==> src/rtl/lap_stash.sv <==
// rtl/lap_stash.sv - ring history of captured laps with a browsable view pointer
// Define LAP_STASH_WRAP_EN to let browsing wrap between newest and oldest.
module lap_stash #(
    parameter int WIDTH = 8,
    parameter int DEPTH = 5,
    localparam int PTR_W = $clog2(DEPTH),
    localparam int CNT_W = $clog2(DEPTH + 1)
) (
    input  logic             clk,
    input  logic             reset,
    input  logic             clear,
    input  logic [WIDTH-1:0] sample_in,
    input  logic             sample_in_valid,
    input  logic             next_sample,
    input  logic             prev_sample,
    output logic [WIDTH-1:0] sample_out,
    output logic [PTR_W-1:0] vis_age,
    output logic [CNT_W-1:0] count,
    output logic             full,
    output logic             empty
);

    localparam logic [PTR_W-1:0] LAST_PTR = PTR_W'(DEPTH - 1);

    logic [WIDTH-1:0] mem [DEPTH];
    logic [PTR_W-1:0] wr_ptr;
    logic [PTR_W-1:0] vis_ptr;
    logic [PTR_W-1:0] newest_ptr;
    logic [PTR_W-1:0] oldest_ptr;
    logic [PTR_W-1:0] browse_ptr;
    logic [PTR_W-1:0] age_raw;
    logic [CNT_W-1:0] wr_cnt;

    function automatic logic [PTR_W-1:0] ptr_inc(input logic [PTR_W-1:0] p);
        return (p == LAST_PTR) ? '0 : p + PTR_W'(1);
    endfunction

    function automatic logic [PTR_W-1:0] ptr_dec(input logic [PTR_W-1:0] p);
        return (p == '0) ? LAST_PTR : p - PTR_W'(1);
    endfunction

    assign full  = (count == CNT_W'(DEPTH));
    assign empty = (count == '0);

    // Modulo-DEPTH differences: the true result is below DEPTH, so adding DEPTH
    // in the truncated width recovers it on underflow even for non-power-of-2 DEPTH.
    assign wr_cnt     = CNT_W'(wr_ptr);
    assign newest_ptr = ptr_dec(wr_ptr);
    assign oldest_ptr = (wr_cnt >= count) ? PTR_W'(wr_cnt - count)
                                          : PTR_W'(wr_cnt - count + CNT_W'(DEPTH));
    assign age_raw    = (newest_ptr >= vis_ptr) ? newest_ptr - vis_ptr
                                                : newest_ptr - vis_ptr + PTR_W'(DEPTH);

    always_comb begin
        browse_ptr = vis_ptr;
        if (!empty && next_sample && !prev_sample) begin
            if (vis_ptr != newest_ptr) begin
                browse_ptr = ptr_inc(vis_ptr);
            end else begin
`ifdef LAP_STASH_WRAP_EN
                browse_ptr = oldest_ptr;
`else
                browse_ptr = vis_ptr;
`endif
            end
        end else if (!empty && prev_sample && !next_sample) begin
            if (vis_ptr != oldest_ptr) begin
                browse_ptr = ptr_dec(vis_ptr);
            end else begin
`ifdef LAP_STASH_WRAP_EN
                browse_ptr = newest_ptr;
`else
                browse_ptr = vis_ptr;
`endif
            end
        end
    end

    always_ff @(posedge clk or negedge reset) begin
        if (!reset) begin
            wr_ptr  <= '0;
            vis_ptr <= '0;
            count   <= '0;
        end else if (clear) begin
            wr_ptr  <= '0;
            vis_ptr <= '0;
            count   <= '0;
        end else if (sample_in_valid) begin
            vis_ptr <= wr_ptr;
            wr_ptr  <= ptr_inc(wr_ptr);
            if (!full) begin
                count <= count + CNT_W'(1);
            end
        end else begin
            vis_ptr <= browse_ptr;
        end
    end

    // Contents are never read while empty, so the array needs no reset.
    always_ff @(posedge clk) begin
        if (sample_in_valid && !clear) begin
            mem[wr_ptr] <= sample_in;
        end
    end

    assign sample_out = empty ? '0 : mem[vis_ptr];
    assign vis_age    = empty ? '0 : age_raw;

endmodule

==> config.mk <==
export PLATFORM = sky130hd
export DESIGN_NAME = lap_stash
export DESIGN_NICKNAME = d
export VERILOG_FILES = /design/src/rtl/lap_stash.sv
export SDC_FILE = /design/constraint.sdc
export NUM_CORES = 1
export LEC_CHECK = 0
export CORE_AREA = 4 4 82 84
export DETAILED_ROUTE_END_ITERATION = 10
export DIE_AREA = 0 0 86 88
export MAX_ROUTING_LAYER = met4
export PLACE_DENSITY = 0.67
export SLEW_MARGIN = 0
export SYNTH_ARGS = -nofsm -noshare
export SYNTH_HDL_FRONTEND = slang
export SYNTH_SLANG_ARGS = --single-unit
==> constraint.sdc <==
create_clock -name clk -period 3.1 [get_ports clk]
set_clock_uncertainty 0.05 [all_clocks]
set_input_delay 0.465 -clock clk [delete_from_list [all_inputs] [get_ports clk]]
set_output_delay 0.465 -clock clk [all_outputs]
set_load 0.02 [all_outputs]
==> qor.log <==
INFO  run_status     run_status=complete, but fails checks
INFO  run_status     violations=setup timing
INFO  route          totalWireLength=5.28mm
INFO  timing         postLayoutSetupSlackWorst=-0.0154ns
INFO  synth          synth-seq-cells=49
INFO  synth          yosysWarningCount=0
INFO  finish         final-seq-area=1430um^2
INFO  floorplan      dieWidth=86um
INFO  timing         maxClockFrequency=321MHz
INFO  worst_setup_path worst_setup_startpoint=wr_cnt[0]
INFO  timing         report.final.hold_viol_count=0
INFO  clock_tree     holdBufCountCts=0
INFO  pwr            power.static_leakage=0.00127uW
INFO  route          routed_via_density=5.19
INFO  synth          syn_avg_cell_area=12.9um^2
INFO  clock_tree     clock_tree_from_tritoncts=yes
INFO  run            timing.max_cap.violations=0
INFO  global_routing first_global_vias=1797
INFO  finish         finish.utilization=0.564
INFO  global_routing grt.overflow.total=0
INFO  timing         timing.slew.headroom=0.644
INFO  pwr            internal_power=1230uW
INFO  synth          post_synth_inst_count=203
INFO  finish         fill_cells=496
INFO  pwr            cellPowerDensity=517nW/um^2
INFO  timing         finalMaxSlewViolations=0
INFO  route          routed_wire_length_per_instance=15.8um
INFO  placement      port_buffers=29
INFO  worst_setup_path worstPathRequired=2.58ns
INFO  global_routing global_route_wire_length_before_repair=8.60mm
INFO  finish         combined_area_of_the_multi_input_logic_cells=1170um^2
INFO  global_routing grt_start_max_net_pins=16
INFO  synth          ys_dominant_reg_cell=sky130_fd_sc_hd__edfxtp_1
INFO  route          post-route-drc-count=0
INFO  timing         totalNegativeSetupSlack=-0.0206ns
INFO  synth          mappedNetlistNets=238
INFO  global_routing initial_antenna_violation_count=0
INFO  synth          synth.yosys.seq_area_share=0.547
INFO  synth          synth_cell_types=41
INFO  worst_setup_path path_max_fanout=2
INFO  floorplan      core_area=5920um^2
INFO  pwr            clock_power_share=0.260
INFO  route          count_of_tritonroute_iterations_in_the_first_routing_pass=4
INFO  floorplan      die-area=7570um^2
INFO  worst_setup_path timing.critical_path.to_type=output port
INFO  route          drt_first_iter_violations=69
INFO  pwr            switchingPower=498uW
INFO  pwr            seq_power_share=0.431
INFO  timing         worst_pin_slew=0.533ns
INFO  clock_tree     clock_root_buffer=sky130_fd_sc_hd__clkbuf_8
INFO  timing         finalHoldWorstSlack=0.420ns
INFO  placement      place_congestion=0.797
INFO  synth          syn-cell-area=2610um^2
INFO  floorplan      core.rowCount=28
INFO  timing         setup_repair_after_global_routing_missed_its_margin=true
INFO  synth          synth-edff-count=40
INFO  clock_tree     cts_made_buffers=5
INFO  floorplan      chipHeight=88um
INFO  worst_setup_path critical_path.startpoint_type=flip-flop
INFO  finish         area.growth.synth_to_final=27.9%
INFO  clock_tree     insertion_delay=0.30ns
INFO  finish         n_antenna_cell=0
INFO  worst_setup_path worstReg2RegStart=wr_cnt[0]
INFO  synth          postSynth.asyncResetShare=0.184
INFO  worst_hold_path min_path_type=primary input to async pin
INFO  pwr            power.share.switching=0.289
INFO  clock_tree     cts_max_level=2
INFO  timing         period_minus_slack=3.12ns
INFO  clock_tree     cts.sink_count=49
INFO  synth          ys_top_cells_by_count=40 x sky130_fd_sc_hd__edfxtp_1, 21 x sky130_fd_sc_hd__nand2_1, 19 x sky130_fd_sc_hd__ha_1
INFO  synth          synth_top_area_cell=sky130_fd_sc_hd__edfxtp_1
INFO  pwr            comb_power_share=0.308
INFO  clock_tree     cts.path.max_buffers=2
INFO  floorplan      floorplan.initialDensity=0.441
INFO  synth          synth.top_cells.by_area=sky130_fd_sc_hd__edfxtp_1 46%, sky130_fd_sc_hd__ha_1 9.1%, sky130_fd_sc_hd__dfrtp_1 8.6%, sky130_fd_sc_hd__mux4_2 6.9%, sky130_fd_sc_hd__nand2_1 3.0%
INFO  worst_setup_path timing.critical_path.arrival=2.60ns
INFO  route          antenna_violating_nets_post_route=0
INFO  finish         number_of_nets_at_the_end_of_the_flow=293
INFO  timing         final.period_utilization=1.00
INFO  global_routing grtUsageTotal=0.153
INFO  finish         final_layout_size_suffix_gt1_frac=0.243
INFO  timing         setup_viol=2
INFO  pwr            vdd_drop_max=0.000478V
INFO  synth          most_frequent_cell_after_synthesis=sky130_fd_sc_hd__edfxtp_1
INFO  worst_setup_path setup.worst_path.class=flip-flop to output port
INFO  clock_tree     reg_clk_slew_reported_paths=0.09ns
INFO  synth          share_of_the_synthesized_area_in_the_top_cell_type=0.460
INFO  route          detailroute.via_count=1732
INFO  floorplan      pin_count=30
INFO  placement      dp_hpwl=3.79mm
cell usage in the layout (no fill, tap or decap), types with 2 or more instances in the layout:
master / Yosys / routed
sky130_fd_sc_hd__buf_4: 0 / 26
sky130_fd_sc_hd__nor2_1: 13 / 12
sky130_fd_sc_hd__mux4_2: 8 / 8
sky130_fd_sc_hd__nand3_1: 2 / 2
sky130_fd_sc_hd__o21ai_0: 2 / 2
sky130_fd_sc_hd__mux2i_1: 7 / 7
sky130_fd_sc_hd__o21ai_1: 2 / 2
sky130_fd_sc_hd__clkbuf_8: 0 / 5
sky130_fd_sc_hd__nand2_1: 21 / 21
sky130_fd_sc_hd__a211o_1: 3 / 3
sky130_fd_sc_hd__dfrtp_1: 9 / 8
sky130_fd_sc_hd__a311oi_1: 3 / 3
sky130_fd_sc_hd__nor2b_1: 3 / 3
sky130_fd_sc_hd__ha_1: 19 / 13
sky130_fd_sc_hd__clkdlybuf4s50_1: 0 / 26
sky130_fd_sc_hd__mux2_4: 1 / 2
sky130_fd_sc_hd__ha_4: 0 / 4
sky130_fd_sc_hd__xor2_1: 3 / 3
sky130_fd_sc_hd__nor4_1: 3 / 3
sky130_fd_sc_hd__edfxtp_1: 40 / 40
sky130_fd_sc_hd__a211oi_1: 3 / 3
sky130_fd_sc_hd__inv_2: 3 / 5
sky130_fd_sc_hd__nor3_1: 3 / 2
sky130_fd_sc_hd__inv_1: 13 / 11
sky130_fd_sc_hd__nor3b_1: 2 / 2
sky130_fd_sc_hd__a21oi_1: 13 / 12
sky130_fd_sc_hd__xnor2_1: 5 / 5
sky130_fd_sc_hd__ha_2: 0 / 2
sky130_fd_sc_hd__fa_1: 2 / 2
layer usage:
layer | GRT usage | routed length (um) | vias up
met1 | 0.184 | 2290 | 835
met2 | 0.258 | 2710 | 28
li1 | - | - | 858
met3 | 0.0329 | 183 | 11
met4 | 0.0460 | 92 | 0
met5 | - | 0 | -
power by group through the flow:
stage / Clock [uW] / Sequential [uW] / Combinational [uW]
final: 450 / 744 / 532
after global routing: 491 / 747 / 580
after CTS: 457 / 744 / 522
after detailed placement: 0 / 758 / 509
after global placement: 0 / 758 / 500
after floorplan: 0 / 765 / 318
final cells by class:
type,instances,area share
clock inverters,2,0.0116
repair buffers,54,0.141
flip-flops and latches,49,0.428
well taps,75,0.0281
clock buffers,6,0.0217
inverters,16,0.0180
multi-input cells,132,0.351
registers in the layout, summed over array words and instances, names as in the netlist:
register  cells
mem          40
count         3
vis_ptr       3
wr_cnt        3
per-stage QoR:
stage               total power (uW)  cell area [um^2]  cells  setup WS [ns]
floorplan                       1080              2610    203         0.0101
global placement                1260              3160    326         -0.337
detailed placement              1270              3160    326         -0.405
CTS                             1720              3310    334       0.000253
global route                    1820              3340    334         -0.129
finish                          1730              3340    334        -0.0154
final timing paths:
path                               to  slack [ns]  depth (start not counted)
hold / removal               count[0]        0.42                          1
max in group asynchronous   wr_cnt[1]        2.24                          1
setup reg to reg           vis_ptr[2]        0.40                         10
hold reg to reg              count[2]        0.59                          2
setup / recovery           vis_age[2]       -0.02                         12
min in group clk             count[2]        0.59                          2
critical path: stages, from the launching register on:
cell                      delay (ns)
sky130_fd_sc_hd__dfrtp_1        0.37
sky130_fd_sc_hd__inv_2          0.06
sky130_fd_sc_hd__ha_4           0.17
sky130_fd_sc_hd__ha_4           0.15
sky130_fd_sc_hd__or2_4          0.23
sky130_fd_sc_hd__ha_4           0.16
sky130_fd_sc_hd__inv_2          0.05
sky130_fd_sc_hd__fa_1           0.44
sky130_fd_sc_hd__ha_2           0.20
sky130_fd_sc_hd__nor3_2         0.13
sky130_fd_sc_hd__xnor2_1        0.16
sky130_fd_sc_hd__nor2_2         0.05
sky130_fd_sc_hd__buf_6          0.12
what timing repair did:
action / CTS / global route
resized for setup: 26 / 5
setup endpoints to repair: 3 / 3
pin swaps: 5 / 1
buffers inserted: 1 / 0
kinds of logic (layout without fill, tap and decap cells):
group | Yosys count | count (layout) | share of synthesized area
simple gates | 54 | 54 | 0.0988
flops | 49 | 49 | 0.547
compound gates | 32 | 32 | 0.0834
buf+inv | 22 | 78 | 0.0321
fa+ha+maj | 21 | 21 | 0.106
mux | 17 | 17 | 0.106
xor+xnor | 8 | 8 | 0.0268
Power figures use the tool's default switching activity.
==> RTL change 1 (config.mk and constraints unchanged) <==
The parameter `DEPTH` goes from 5 to 4.
--- a/src/rtl/lap_stash.sv
+++ b/src/rtl/lap_stash.sv
@@ -3,5 +3,5 @@
 module lap_stash #(
     parameter int WIDTH = 8,
-    parameter int DEPTH = 5,
+    parameter int DEPTH = 4,
     localparam int PTR_W = $clog2(DEPTH),
     localparam int CNT_W = $clog2(DEPTH + 1)
Ports: changed (resized vis_age); port bits go from 30 to 29. No check against the original RTL was run, so the function may have changed too.
==> RTL change 1 against the unedited design <==
Sequential power is 18% lower; sequential cell count is 10 lower; total power is 25% lower; first-iteration DRC count is 55% lower; final area is 30% lower; setup slack better by 280 ps; critical endpoint is now vis_age[1]; area after synthesis is 28% lower; register-to-register slack better by 620 ps; critical path depth is 6 lower; routed wire length is 35% lower; synthesized cell count is 41% lower.
==> RTL change 1: results (changes against the unedited design) <==
Pwr
  • Combinational gate power: 0.278 mW (was 0.532 mW)
  • LEAKAGE: 0.856 nW (was 1.27 nW)
  • Power share of the clock group: 31.2% (was 26.0%)
  • Sw power: 0.328 mW (was 0.498 mW)
  • Power per cell area: 551 nW/um2 (was 517 nW/um2)

Cells and area
  • # fillers: 522 (was 496)
  • Layout net count: 176 (was 293)
  • Layout cells sized above 1: 9.21% (was 24.3%)

GRT
  • Number of global-route vias before repair: 1,144 (was 1,797)
  • M2 GR Usage: 14.7% (was 25.8%)
  • First-pass GRT wire length: 5670 um (was 8600 um)
  • Largest net degree at the start of global routing: 14 (was 16)
  • GR Util met3: 2.45% (was 3.29%)
  • GRT Total Usage: 10.1% (was 15.3%)
  • Grt met1 use: 13.3% (was 18.4%)

Synthesis
  • Async SR Flop Fraction: 17.9% (was 18.4%)
  • Syn nets: 143 (was 238)
  • Synth cell count leaders: edfxtp_1 (32), nor2b_1 (13), ha_1 (10) (was edfxtp_1 (40), nand2_1 (21), ha_1 (19))
  • Synth cell types: 25 (was 41)
  • Post-synth EDFFs: 32 (was 40)
  • Register area share after synthesis: 60.5% (was 54.7%)
  • Synth top area cells: edfxtp_1 (51%), mux4_1 (11%), dfrtp_1 (9.3%) (was edfxtp_1 (46%), ha_1 (9.1%), dfrtp_1 (8.6%))

Worst setup path
  • Worst R2R Start: count[0] (was wr_cnt[0])
  • CP max stage cell: clkdlybuf4s50_1 (was fa_1)
  • Reg2Reg Setup Slack: 1020 ps (was 400 ps)
  • Crit Path Max Fanout: 5 (was 2)
  • Reg2Reg Depth: 8 (was 10)
  • R2r endpoint: vis_ptr[0] (was vis_ptr[2])
  • Crit path DAT: 2320 ps (was 2600 ps)
  • Crit path launch: wr_ptr[0] (was wr_cnt[0])
  • CP max stage delay: 620 ps (was 440 ps)
  • CP endpoint: vis_age[1] (was vis_age[2])

Drt
  • Wire length on met2: 1560 um (was 2710 um)
  • Final wirelength: 3460 um (was 5280 um)
  • Met1 Wirelength: 1630 um (was 2290 um)
  • Metal3 WL: 205 um (was 183 um)

Place
  • Post-DP HPWL: 2430 um (was 3790 um)
  • IO buf count: 28 (was 29)
  • GPL Wtd Cong: 0.823 (was 0.797)

Clock network
  • Post-CTS Setup Inserts: 0 (was 1)
  • Post-CTS Resized: 0 (was 26)

STA
  • TNS Setup: 0 ps (was -20.6 ps)
  • Worst-margin pin slew: 537 ps (was 533 ps)

Outcome
  • Status: finished, final reports clean (was complete, but fails checks)
[RTL change 1: cell count changes after synthesis, moves of 4 or more]
cell,unedited run,this run
a21oi_1,13,5
and2_1,1,5
edfxtp_1,40,32
ha_1,19,10
inv_1,13,6
mux2i_1,7,3
mux4_1,0,8
mux4_2,8,0
nand2_1,21,1
nor2_1,13,7
nor2b_1,3,13
[RTL change 1: stage by stage]
step                      power, mW  hold slack [ps]  worst slack (ps)  cell area (um2)  instances
final                          1.29              397               269             2350        227
after global routing           1.36              405               111             2350        227
after detailed placement      0.905              589               535             2240        220
after floorplan               0.794              119               978             1880        119
after global placement        0.901              560               609             2240        220
after CTS                      1.31              400               209             2350        227
[RTL change 1: layout make-up]
type / count / area [um2] / share of cell area, %
clock buffers: 5 / 68.8 / 2.93
clock inverters: 2 / 37.5 / 1.60
inverters: 6 / 22.5 / 0.958
multi-input cells: 69 / 689 / 29.3
flip-flops and latches: 39 / 1140 / 48.3
well taps: 75 / 93.8 / 3.99
repair buffers: 31 / 303 / 12.9
[RTL change 1: how the worst min path moves through the flow]
stage	to	slack (ps)	cells after the start
floorplan	count[0]	120	0
global placement	count[2]	560	2
detailed placement	wr_ptr[1]	590	2
CTS	count[0]	400	1
global route	count[1]	400	1
finish	count[0]	400	1
[RTL change 1: cell families after synthesis]
logic type	count (synthesis)	share of synthesized area, %
buf+inv	11	2.73
fa+ha+maj	10	6.67
mux	11	12.8
flops	39	60.5
compound gates	10	3.60
xor+xnor	9	4.60
simple gates	29	9.07
[RTL change 1: critical path: cells and delay by family, from the launching register on]
| kind | cells | cell delay, ps |
|---|---|---|
| buffers and inverters | 2 | 760 |
| flip-flops | 1 | 460 |
| adder cells (fa/ha/maj) | 1 | 370 |
| XOR/XNOR | 2 | 330 |
| AND/OR/NAND/NOR | 1 | 110 |
==> RTL change 2 (config.mk and constraints unchanged) <==
Made on the original files. Register the output `count` once more, with the module's reset; this adds one clock of latency there. The other outputs are not delayed to match.
--- a/src/rtl/lap_stash.sv
+++ b/src/rtl/lap_stash.sv
@@ -23,4 +23,6 @@
     localparam logic [PTR_W-1:0] LAST_PTR = PTR_W'(DEPTH - 1);
 
+    logic [CNT_W-1:0] count_s0;
+
     logic [WIDTH-1:0] mem [DEPTH];
     logic [PTR_W-1:0] wr_ptr;
@@ -40,6 +42,6 @@
     endfunction
 
-    assign full  = (count == CNT_W'(DEPTH));
-    assign empty = (count == '0);
+    assign full  = (count_s0 == CNT_W'(DEPTH));
+    assign empty = (count_s0 == '0);
 
     // Modulo-DEPTH differences: the true result is below DEPTH, so adding DEPTH
@@ -47,6 +49,6 @@
     assign wr_cnt     = CNT_W'(wr_ptr);
     assign newest_ptr = ptr_dec(wr_ptr);
-    assign oldest_ptr = (wr_cnt >= count) ? PTR_W'(wr_cnt - count)
-                                          : PTR_W'(wr_cnt - count + CNT_W'(DEPTH));
+    assign oldest_ptr = (wr_cnt >= count_s0) ? PTR_W'(wr_cnt - count_s0)
+                                          : PTR_W'(wr_cnt - count_s0 + CNT_W'(DEPTH));
     assign age_raw    = (newest_ptr >= vis_ptr) ? newest_ptr - vis_ptr
                                                 : newest_ptr - vis_ptr + PTR_W'(DEPTH);
@@ -81,14 +83,14 @@
             wr_ptr  <= '0;
             vis_ptr <= '0;
-            count   <= '0;
+            count_s0 <= '0;
         end else if (clear) begin
             wr_ptr  <= '0;
             vis_ptr <= '0;
-            count   <= '0;
+            count_s0 <= '0;
         end else if (sample_in_valid) begin
             vis_ptr <= wr_ptr;
             wr_ptr  <= ptr_inc(wr_ptr);
             if (!full) begin
-                count <= count + CNT_W'(1);
+                count_s0 <= count_s0 + CNT_W'(1);
             end
         end else begin
@@ -107,4 +109,12 @@
     assign vis_age    = empty ? '0 : age_raw;
 
+    always_ff @(posedge clk or negedge reset) begin
+        if (!reset) begin
+            count <= '0;
+        end else begin
+            count <= count_s0;
+        end
+    end
+
 endmodule
 
Function: changed (a bounded check fails within 4 cycles, from zero or initial values and one cycle with reset low).
==> RTL change 2 against the unedited design <==
The run still ends with setup timing left; via count is 2.7% higher; global-route usage is 1.1 points higher; sequential cell count is 3 higher; final area is 2.2% higher; area after synthesis is 2.7% higher; routed wire length is 1.9% higher; hold slack worse by 56 ps; final cell count is 2.7% higher; setup slack worse by 230 ps; die area stayed put; register-to-register slack worse by 20 ps; total power is 0.26% lower; sequential power is 5.9% higher; critical endpoint unchanged.
==> RTL change 2: results (changes against the unedited design) <==
Outcome
  • Status: complete, but fails checks (unchanged)
  • Failing checks: setup timing (unchanged)

GRT
  • First-pass GRT wire length: 9160 um (was 8600 um)
  • Largest net degree at the start of global routing: 18 (was 16)
  • GRT Total Usage: 16.4% (was 15.3%)
  • Number of global-route vias before repair: 1,839 (was 1,797)

Pwr
  • P_int: 1.20 mW (was 1.23 mW)
  • VDD IR max: 0.000346 V (was 0.000478 V)
  • LEAKAGE: 1.34 nW (was 1.27 nW)

Cells and area
  • Layout net count: 302 (was 293)
  • # fillers: 475 (was 496)

Synthesis
  • Post-synth EDFFs: 40 (unchanged)
  • Ys Warns: 0 (unchanged)
  • Synth cell types: 37 (was 41)
  • Register area share after synthesis: 56.0% (was 54.7%)
  • Top_reg_cell synth: edfxtp_1 (unchanged)
  • Synth top area cells: edfxtp_1 (45%), dfrtp_1 (11%), ha_1 (8.9%) (was edfxtp_1 (46%), ha_1 (9.1%), dfrtp_1 (8.6%))
  • Synth cell count leaders: edfxtp_1 (40), nand2_1 (21), ha_1 (19) (unchanged)

Place
  • Placed instance area: 3290 um2 (was 3160 um2)
  • Post-DP HPWL: 3920 um (was 3790 um)
  • Setup slack at placement: -455 ps (was -405 ps)

STA
  • Final setup viols: 2 (unchanged)
  • Final worst slack: -247 ps (was -15.4 ps)
  • Worst-margin pin slew: 559 ps (was 533 ps)

Drt
  • Final wirelength: 5380 um (was 5280 um)
  • 1st-iter DRT viols: 95 (was 69)
  • TritonRoute pass-1 iters: 4 (unchanged)
  • Drt via density: 5.18 (was 5.19)

Worst setup path
  • CP max stage delay: 560 ps (was 440 ps)
  • Crit path DAT: 2830 ps (was 2600 ps)

Hold path
  • Hold/Removal Path Class: flip-flop to flip-flop (was input pin to asynchronous set/reset pin)
## RTL change 2: cell type report
class	count	area share, %
Tap cell	75	2.75
Clock inverter	3	0.660
Inverter	18	1.98
Multi-Input combinational cell	132	33.8
Clock buffer	5	2.02
Timing Repair Buffer	58	14.7
Sequential cell	52	44.1
## RTL change 2: power groups by stage
| stage | logic [mW] | registers [mW] | clock network, mW |
|---|---|---|---|
| 3_5_place_dp | 0.533 | 0.804 | 0 |
| 3_3_place_gp | 0.525 | 0.803 | 0 |
| 6_report | 0.543 | 0.788 | 0.391 |
| 2_1_floorplan | 0.321 | 0.808 | 0 |
| 5_1_grt | 0.600 | 0.791 | 0.425 |
| 4_1_cts | 0.539 | 0.788 | 0.403 |
## RTL change 2: kinds of logic after synthesis
family / count (synthesis) / synth area share (%)
AND/OR/NAND/NOR: 56 / 9.80
multiplexers: 17 / 10.6
buffers and inverters: 25 / 3.55
flip-flops: 52 / 56.0
adder cells (fa/ha/maj): 21 / 10.4
XOR/XNOR: 7 / 2.29
AO/OA/AOI/OAI: 31 / 7.33
## RTL change 2: path summary, 6_finish.rpt
| check | start | slack, ps | cells after the start | endpoint |
|---|---|---|---|---|
| max in group asynchronous | reset | 2140 | 1 | wr_cnt[1] |
| setup / recovery | wr_cnt[0] | -250 | 11 | vis_age[2] |
| setup reg to reg | wr_cnt[1] | 380 | 12 | vis_ptr[1] |
| min in group asynchronous | reset | 460 | 1 | count[2] |
| hold reg to reg | count_s0[1] | 360 | 0 | count[1] |
| hold / removal | count_s0[1] | 360 | 0 | count[1] |
## RTL change 2: timing repair
| action | CTS | global route |
|---|---|---|
| endpoints found under the setup margin | 3 | 3 |
| hold buffers | 0 | 0 |
| pin swaps | 7 | 4 |
| endpoints found under the hold margin | 0 | 0 |
| resized for setup | 19 | 3 |
| cloned | 0 | 0 |
| setup buffers | 1 | 1 |
## RTL change 2: stage by stage
| step | utilization, % | TNS [ps] | total power [mW] | cells |
|---|---|---|---|---|
| floorplan | - | 0 | 1.13 | 209 |
| global placement | 55.6 | -653 | 1.33 | 333 |
| detailed placement | 55.6 | -778 | 1.34 | 333 |
| CTS | 57.4 | -394 | 1.73 | 342 |
| global route | 57.6 | -528 | 1.82 | 343 |
| finish | 57.6 | -392 | 1.72 | 343 |
## RTL change 2: routing by layer
layer | global-route usage [%] | wire, um | vias to the layer above
li1 | - | - | 876
met1 | 21.0 | 2510 | 867
met2 | 26.3 | 2620 | 26
met3 | 3.20 | 161 | 9
met4 | 5.47 | 89 | 0
met5 | - | 0 | -
